==> config.mk <==
export PLATFORM = sky130hd
export DESIGN_NAME = proc_trace_fifo
export DESIGN_NICKNAME = d
export VERILOG_FILES = /design/src/rtl/proc_trace_pkg.sv /design/src/rtl/proc_trace_fifo_mem.sv /design/src/rtl/proc_trace_fifo.sv
export SDC_FILE = /design/constraint.sdc
export NUM_CORES = 1
export LEC_CHECK = 0
export CAP_MARGIN = 20
export CORE_ASPECT_RATIO = 0.7
export CORE_MARGIN = 5
export CORE_UTILIZATION = 35
export DETAILED_ROUTE_END_ITERATION = 10
export PLACE_DENSITY = 0.56
export REMOVE_ABC_BUFFERS = 1
export SETUP_SLACK_MARGIN = 0.4
export SYNTH_ARGS = -nofsm -noshare
export SYNTH_HDL_FRONTEND = slang
export SYNTH_SLANG_ARGS = --single-unit
export TNS_END_PERCENT = 20
==> constraint.sdc <==
create_clock -name clk -period 10.9 [get_ports clk]
set_input_delay 2.18 -clock clk [delete_from_list [all_inputs] [get_ports clk]]
set_output_delay 2.18 -clock clk [all_outputs]
set_load 0.005 [all_outputs]
==> src/rtl/proc_trace_pkg.sv <==
// rtl/proc_trace_pkg.sv - shared types and constants for the processor trace FIFO
package proc_trace_pkg;

    localparam int DROP_CNT_W = 16;

    typedef struct packed {
        logic [31:0] addr;
        logic [31:0] inst;
        logic [31:0] data;
    } trace_rec_t;

endpackage

==> src/rtl/proc_trace_fifo_mem.sv <==
// rtl/proc_trace_fifo_mem.sv - DEPTH x 96 register file, one write port, one async read port
module proc_trace_fifo_mem
    import proc_trace_pkg::*;
#(
    parameter int DEPTH = 8,
    localparam int AW = $clog2(DEPTH),
    localparam int RW = $bits(trace_rec_t)
) (
    input  logic          clk,
    input  logic          we,
    input  logic [AW-1:0] waddr,
    input  logic [RW-1:0] wdata,
    input  logic [AW-1:0] raddr,
    output logic [RW-1:0] rdata
);

    logic [RW-1:0] mem [DEPTH];

    // Storage is not reset: contents are only meaningful behind valid occupancy.
    always_ff @(posedge clk) begin
        if (we) begin
            mem[waddr] <= wdata;
        end
    end

    assign rdata = mem[raddr];

endmodule

==> src/rtl/proc_trace_fifo.sv <==
// rtl/proc_trace_fifo.sv - retirement trace FIFO with drop and retire statistics
module proc_trace_fifo
    import proc_trace_pkg::*;
#(
    parameter int DEPTH = 8,
    localparam int AW = $clog2(DEPTH)
) (
    input  logic                  clk,
    input  logic                  rst,
    input  logic                  trace_val,
    input  logic [31:0]           trace_addr,
    input  logic [31:0]           trace_inst,
    input  logic [31:0]           trace_data,
    input  logic                  clear,
    output logic                  out_val,
    input  logic                  out_rdy,
    output logic [31:0]           out_addr,
    output logic [31:0]           out_inst,
    output logic [31:0]           out_data,
    output logic [AW:0]           count,
    output logic                  overflow,
    output logic [DROP_CNT_W-1:0] drop_cnt,
    output logic [31:0]           retire_cnt
);

    localparam logic [AW:0] FULL_CNT = (AW + 1)'(DEPTH);

    logic [AW-1:0] wr_ptr;
    logic [AW-1:0] rd_ptr;
    logic          full;
    logic          pop;
    logic          push;
    logic          drop;
    trace_rec_t    wr_rec;
    trace_rec_t    rd_rec;

    // Handshake: a full FIFO still accepts a record when the head leaves this cycle.
    assign out_val = (count != '0);
    assign full    = (count == FULL_CNT);
    assign pop     = out_val && out_rdy;
    assign push    = trace_val && (!full || pop);
    assign drop    = trace_val && !push;

    assign wr_rec.addr = trace_addr;
    assign wr_rec.inst = trace_inst;
    assign wr_rec.data = trace_data;

    assign out_addr = rd_rec.addr;
    assign out_inst = rd_rec.inst;
    assign out_data = rd_rec.data;

    proc_trace_fifo_mem #(
        .DEPTH (DEPTH)
    ) u_mem (
        .clk   (clk),
        .we    (push),
        .waddr (wr_ptr),
        .wdata (wr_rec),
        .raddr (rd_ptr),
        .rdata (rd_rec)
    );

    // Pointers wrap naturally at DEPTH; occupancy tells full from empty.
    always_ff @(posedge clk or negedge rst) begin
        if (!rst) begin
            wr_ptr <= '0;
            rd_ptr <= '0;
            count  <= '0;
        end else begin
            if (push) begin
                wr_ptr <= wr_ptr + 1'b1;
            end
            if (pop) begin
                rd_ptr <= rd_ptr + 1'b1;
            end
            if (push && !pop) begin
                count <= count + 1'b1;
            end else if (pop && !push) begin
                count <= count - 1'b1;
            end
        end
    end

    // Statistics: clear wins over any same-cycle increment; drop count saturates.
    always_ff @(posedge clk or negedge rst) begin
        if (!rst) begin
            drop_cnt   <= '0;
            overflow   <= 1'b0;
            retire_cnt <= '0;
        end else if (clear) begin
            drop_cnt   <= '0;
            overflow   <= 1'b0;
            retire_cnt <= '0;
        end else begin
            if (drop) begin
                overflow <= 1'b1;
                if (drop_cnt != '1) begin
                    drop_cnt <= drop_cnt + 1'b1;
                end
            end
            if (trace_val) begin
                retire_cnt <= retire_cnt + 1'b1;
            end
        end
    end

endmodule

==> Word-level counts from Yosys, hierarchy flattened <==
Memories as Yosys holds them, arrays and structs flattened.
Cells that the tools add are included.
{ "classes": {"addsub": 6, "multipliers": 0, "div": 0, "magnitude_cmp": 0, "n_eq_ne": 2, "shift": 0, "n_mux": 11, "bitwise_logic": 0, "n_reduce_logical": 15} }
{ "ops": {"columns": ["cell", "count"], "rows": [
  ["32-bit 2-to-1 mux", 2],
  ["16-bit 2-to-1 mux", 3],
  ["32-bit by 1-bit adder with 32-bit output (second input constant)", 1],
  ["16-bit by 1-bit adder with 16-bit output (second input constant)", 1],
  ["16-bit != test (second input constant)", 1],
  ["4-bit 2-to-1 mux", 2],
  ["2-bit nonzero test", 4],
  ["3-bit by 1-bit adder with 3-bit output (second input constant)", 2],
  ["1-bit logical AND", 5],
  ["4-bit by 1-bit adder with 4-bit output (second input constant)", 1],
  ["4-bit == test (second input constant)", 1],
  ["1-bit 2-to-1 mux", 4],
  ["4-bit nonzero test", 1],
  ["4-bit by 1-bit subtractor with 4-bit output (second input constant)", 1],
  ["1-bit logical NOT", 3],
  ["2-bit AND reduction", 1],
  ["1-bit logical OR", 1]
]} }
{ "word_totals": {"ff_bits": 59, "latch_bits": 0, "ram_bits": 768, "romBits": 0, "in_bits": 101, "out_inout_bits": 150, "mem_count": 1} }
{ "memory_table": {"columns": ["memory", "depth", "word_bits", "rd", "rd_ports_with_merged_regs", "write_ports", "line_no", "rtl"], "rows": [
  ["u_mem.mem", 8, 96, 1, 0, 1, "proc_trace_fifo_mem.sv:17", "logic [RW-1:0] mem [DEPTH];"]
]} }

==> Depth between registers and ports, before layout <==
{ "depth": {"depth_word": 8, "ltp_mapped": 10, "depth_no_buf": 10} }

==> Hierarchy <==
A second synthesis with hierarchy kept.
{ "unflattened": {"hier_cells": 1444, "hier_area_um2": 32089.5} }
{ "by_module_without_submodules": {"columns": ["module", "instances", "cells_per_inst", "area_each_um2", "seq_area_each_um2"], "rows": [
  ["proc_trace_fifo_mem", 1, 1123, 28884.0, 23062.1],
  ["proc_trace_fifo", 1, 321, 3205.6, 1476.4]
]} }

==> Worst setup path before layout <==
OpenSTA, ideal clock, no wires.
{ "synth_path": {"path_kind": "input port to flip-flop", "from": "input port trace_val", "to": "memory u_mem.mem[0][0] (netlist bit), enable pin", "setup_time_ps": 668, "arrival_ps": 9246, "required_ps": 10232, "path_slack_ps": 985, "cell_stages": 4, "n_path_buf": 1, "cell_sequence": "buf_2 -> o31a_1 -> nand2b_1 -> nor3_1"} }
{ "synth_via": {"elab_chain_len": 3} }
{ "synth_lines": {"columns": ["item", "line_no", "rtl"], "rows": [
  ["from (decl)", "proc_trace_fifo.sv:10", "input logic trace_val,"],
  ["1-bit logical AND", "proc_trace_fifo.sv:41", "assign push = trace_val && (!full || pop);"],
  ["named net push", "proc_trace_fifo.sv:32", "logic push;"],
  ["1-bit 2-to-1 mux", "proc_trace_fifo_mem.sv:21", "if (we) begin"],
  ["1-bit 2-to-1 mux (not written as such)", "proc_trace_fifo_mem.sv:22", "mem[waddr] <= wdata;"],
  ["to (decl)", "proc_trace_fifo_mem.sv:17", null]
]} }
The timed path passes the listed nets, and every way through them passes these cells.

==> Final worst setup path <==
{ "layout_path": {"from": "register rd_ptr[1]", "to": "output port out_data[11]"} }
{ "layout_via": {"elab_chain_len": 1} }
{ "layout_lines": {"columns": ["item", "line_no", "rtl"], "rows": [
  ["from (decl)", "proc_trace_fifo.sv:29", "logic [AW-1:0] rd_ptr;"],
  ["from (signal assigned)", "proc_trace_fifo.sv:74", "rd_ptr <= rd_ptr + 1'b1;"],
  ["memory 8 x 96 bit", null, null],
  ["to (decl)", "proc_trace_fifo.sv:19", "output logic [31:0] out_data,"]
]} }
Every way passes these cells.

==> results.cfg <==
[clock_network]
numClockSinks = 827
cts_max_path_buffers = 3
post_cts_buffers = 0
clk_latency_ps = 630
ctsHoldBuffers = 0
root_buffer = clkbuf_16
numCtsBuffers = 83
cts_tree = yes
cts-htree-levels = 3
path_clk_slew_ps = 60
cts.repair.resized = 0

[run]
maxCapViolCount = 0

[layout]
stdcell_area_um2 = 38700
fillers = 7788
area_growth_pct = 21.4
nets = 1843
layout-drive-gt1-share_pct = 25.6
final_cells = 3023

[synth]
yosys.area_share.simple_pct = 2.39
synth_top_family_by_area = multiplexers
postSynthCellCount = 1443
ys_types = 45
synthArstFlopShare_pct = 7.13
ys.flop_type = edfxtp_1
synth-seq-cells = 827
synth_fa_ha_area_share_pct = 0.337
avgSynthCellArea_um2 = 22.1
synth_warnings = 0
synth_edf_count = 768
synth_mux_area_share_pct = 17.1
syn_area_um2 = 31900
synth_compound_area_share_pct = 1.53
synthXorXnorAreaFrac_pct = 0.549
seq_area_frac_synth_pct = 77.0

[pwr]
switching_power_mw = 2.67
power_density_nw_per_um2 = 257
combPwrFrac_pct = 29.7
p_sw_share_pct = 26.8
p_int_mw = 7.29
pwr-share-clk_pct = 28.9
seq_power_share_pct = 41.4
ir_drop_mv = 0.157
leakagePower_nw = 12.2

[setup_path]
r2r_slack_ps = 7880
crit_fanout = 65
critPathKind = reg2out
endpoint_kind = output port
worstPathRequired_ps = 8720
crit_start = rd_ptr[1]
r2r_cells = 5
regToRegEndpoint = u_mem.mem[2][40]
startpoint_type = register
cp.arrival_ps = 4200
r2r-start = count[0]

[die]
die_w_um = 371
io_pins = 251
core-area_um2 = 90200
num_rows = 92
start_util_pct = 35.3
die_height_um = 263
dieArea_um2 = 97300

[detailed_routing]
first_pass_iters = 4
highest_layer = met5
wl_met2_um = 33600
drt_iter0_markers = 1197
wl_um = 68700
wire_per_inst_um = 22.7
vias = 15300
wl_met3_um = 3760
antenna_left = 0
drc = 0
viasPerCell = 5.07
wl_met1_um = 30200

[global_routing]
antenna_found_initial = 8
grt_pass1_wl_um = 105000
grt_max_degree = 108
grt_usage_pct = 14.1
grt_pass1_vias = 16500
globalRouteOverflowTotal = 0

[worst_hold_path]
whs_path_depth = 2
hold-path-endpoint = overflow
hp-start = overflow
hp-class = reg2reg

[timing]
fmax_mhz = 157
relSlewSlack_pct = 23.3
finClkSkew_ps = 19.7
fin_tns_setup_ps = 0
rsz0062_at_grt = false
post-route-period-util_pct = 58.5
tightest_slew_ps = 1150
hold_viol = 0
final-setup-viol-count = 0
maxSlewViolCount = 0
final.min_clock_period_ps = 6380

[place]
dpl_cell_area_um2 = 35900
hpwl_um = 37900
portBuffers = 250
place_inst = 2870
finalWeightedCongestion = 0.748

[status]
status = complete, no violations
==> critical path: stages, from the launching register on <==
cell	delay, ps
dfrtp_4	590
buf_4	840
buf_4	770
mux4_2	410
mux2_2	280
clkdlybuf4s50_1	540
==> cells in the mapped netlist (3+ instances only) <==
| cell type | number | area share [%] |
|---|---|---|
| edfxtp_1 | 768 | 72 |
| mux4_2 | 192 | 14 |
| mux2_2 | 99 | 3.5 |
| dfrtp_1 | 59 | 4.6 |
| clkbuf_1 | 45 | 0.53 |
| a21oi_1 | 33 | 0.52 |
| or4_1 | 26 | 0.61 |
| nor2_1 | 23 | 0.27 |
| o31ai_1 | 23 | 0.54 |
| nand2_1 | 22 | 0.26 |
| buf_2 | 18 | 0.28 |
| xnor2_1 | 15 | 0.41 |
| nand3_1 | 13 | 0.20 |
| inv_1 | 12 | 0.14 |
| nand4_1 | 12 | 0.24 |
| o21ai_0 | 8 | 0.13 |
| buf_1 | 7 | 0.082 |
| ha_1 | 7 | 0.27 |
| nor3_1 | 7 | 0.11 |
| nor4_1 | 7 | 0.14 |
| or3_1 | 7 | 0.14 |
| xor2_1 | 5 | 0.14 |
| and4_1 | 3 | 0.082 |
| nand2b_1 | 3 | 0.059 |
| o41ai_1 | 3 | 0.082 |
==> how the worst max path moves through the flow <==
stage / slack, ps / end
final: 4520 / out_data[11]
after global placement: 5140 / out_data[11]
after global routing: 4340 / out_data[11]
after detailed placement: 5150 / out_data[11]
after floorplan: 420 / out_addr[0]
after CTS: 4450 / out_data[11]
==> logic make-up (layout without fill, tap and decap cells) <==
group           Yosys count  after routing
flops                   827            827
mux                     293            293
simple gates            134            134
buf+inv                  85            440
compound gates           76             76
xor+xnor                 20             20
fa+ha+maj                 8              8
other cells               0              3
==> state kept, by name (all words and copies together) (netlist names) <==
name        count
u_mem.mem     768
retire_cnt     32
drop_cnt       16
count           4
rd_ptr          3
wr_ptr          3
overflow        1
==> layout make-up <==
type                    instances  area, µm²  share of cell area (%)
flip-flops and latches        827      24500                    63.4
multi-input cells             531       7050                    18.2
repair buffers                279       2750                    7.10
clock buffers                 102       2200                    5.68
well taps                    1222       1530                    3.95
clock inverters                47        593                    1.53
inverters                      12       45.0                   0.116
diodes                          3       7.51                  0.0194
==> cells in the final DEF, fill, tap and decap left out, drive strengths merged, types with 15 or more instances in the layout <==
cell type and instances:
buf 30, clkinv 31, o31ai 23, nor2 23, dfrtp 59, mux2 99, clkbuf 102, edfxtp 768
clkdlybuf4s50 249, xnor2 15, a21oi 33, or4 27, nand2 22, mux4 192
==> metal layers <==
layer | vias up | global-route usage [%]
met3 | 96 | 3.64
li1 | 6667 | -
met1 | 8239 | 19.4
met2 | 317 | 23.0
met5 | - | 0
met4 | 12 | 2.95
==> stage by stage <==
step / total power, mW / hold slack (ps) / utilization [%] / setup WS (ps)
4_1_cts: 10.2 / 521 / 42.9 / 4450
6_report: 9.96 / 518 / 42.9 / 4520
3_3_place_gp: 7.20 / 501 / 39.8 / 5140
2_1_floorplan: 6.27 / 480 / - / 424
5_1_grt: 10.5 / 543 / 42.9 / 4340
3_5_place_dp: 7.23 / 512 / 39.8 / 5150
==> power by group through the flow <==
stage               combinational [mW]  clock (mW)  sequential [mW]
finish                            2.96        2.88             4.12
detailed placement                3.04           0             4.19
CTS                               3.06        2.98             4.13
global route                      3.21        3.11             4.16
floorplan                         1.82           0             4.45
global placement                  3.03           0             4.17
Note: power is estimated with default switching activity, not from simulation.
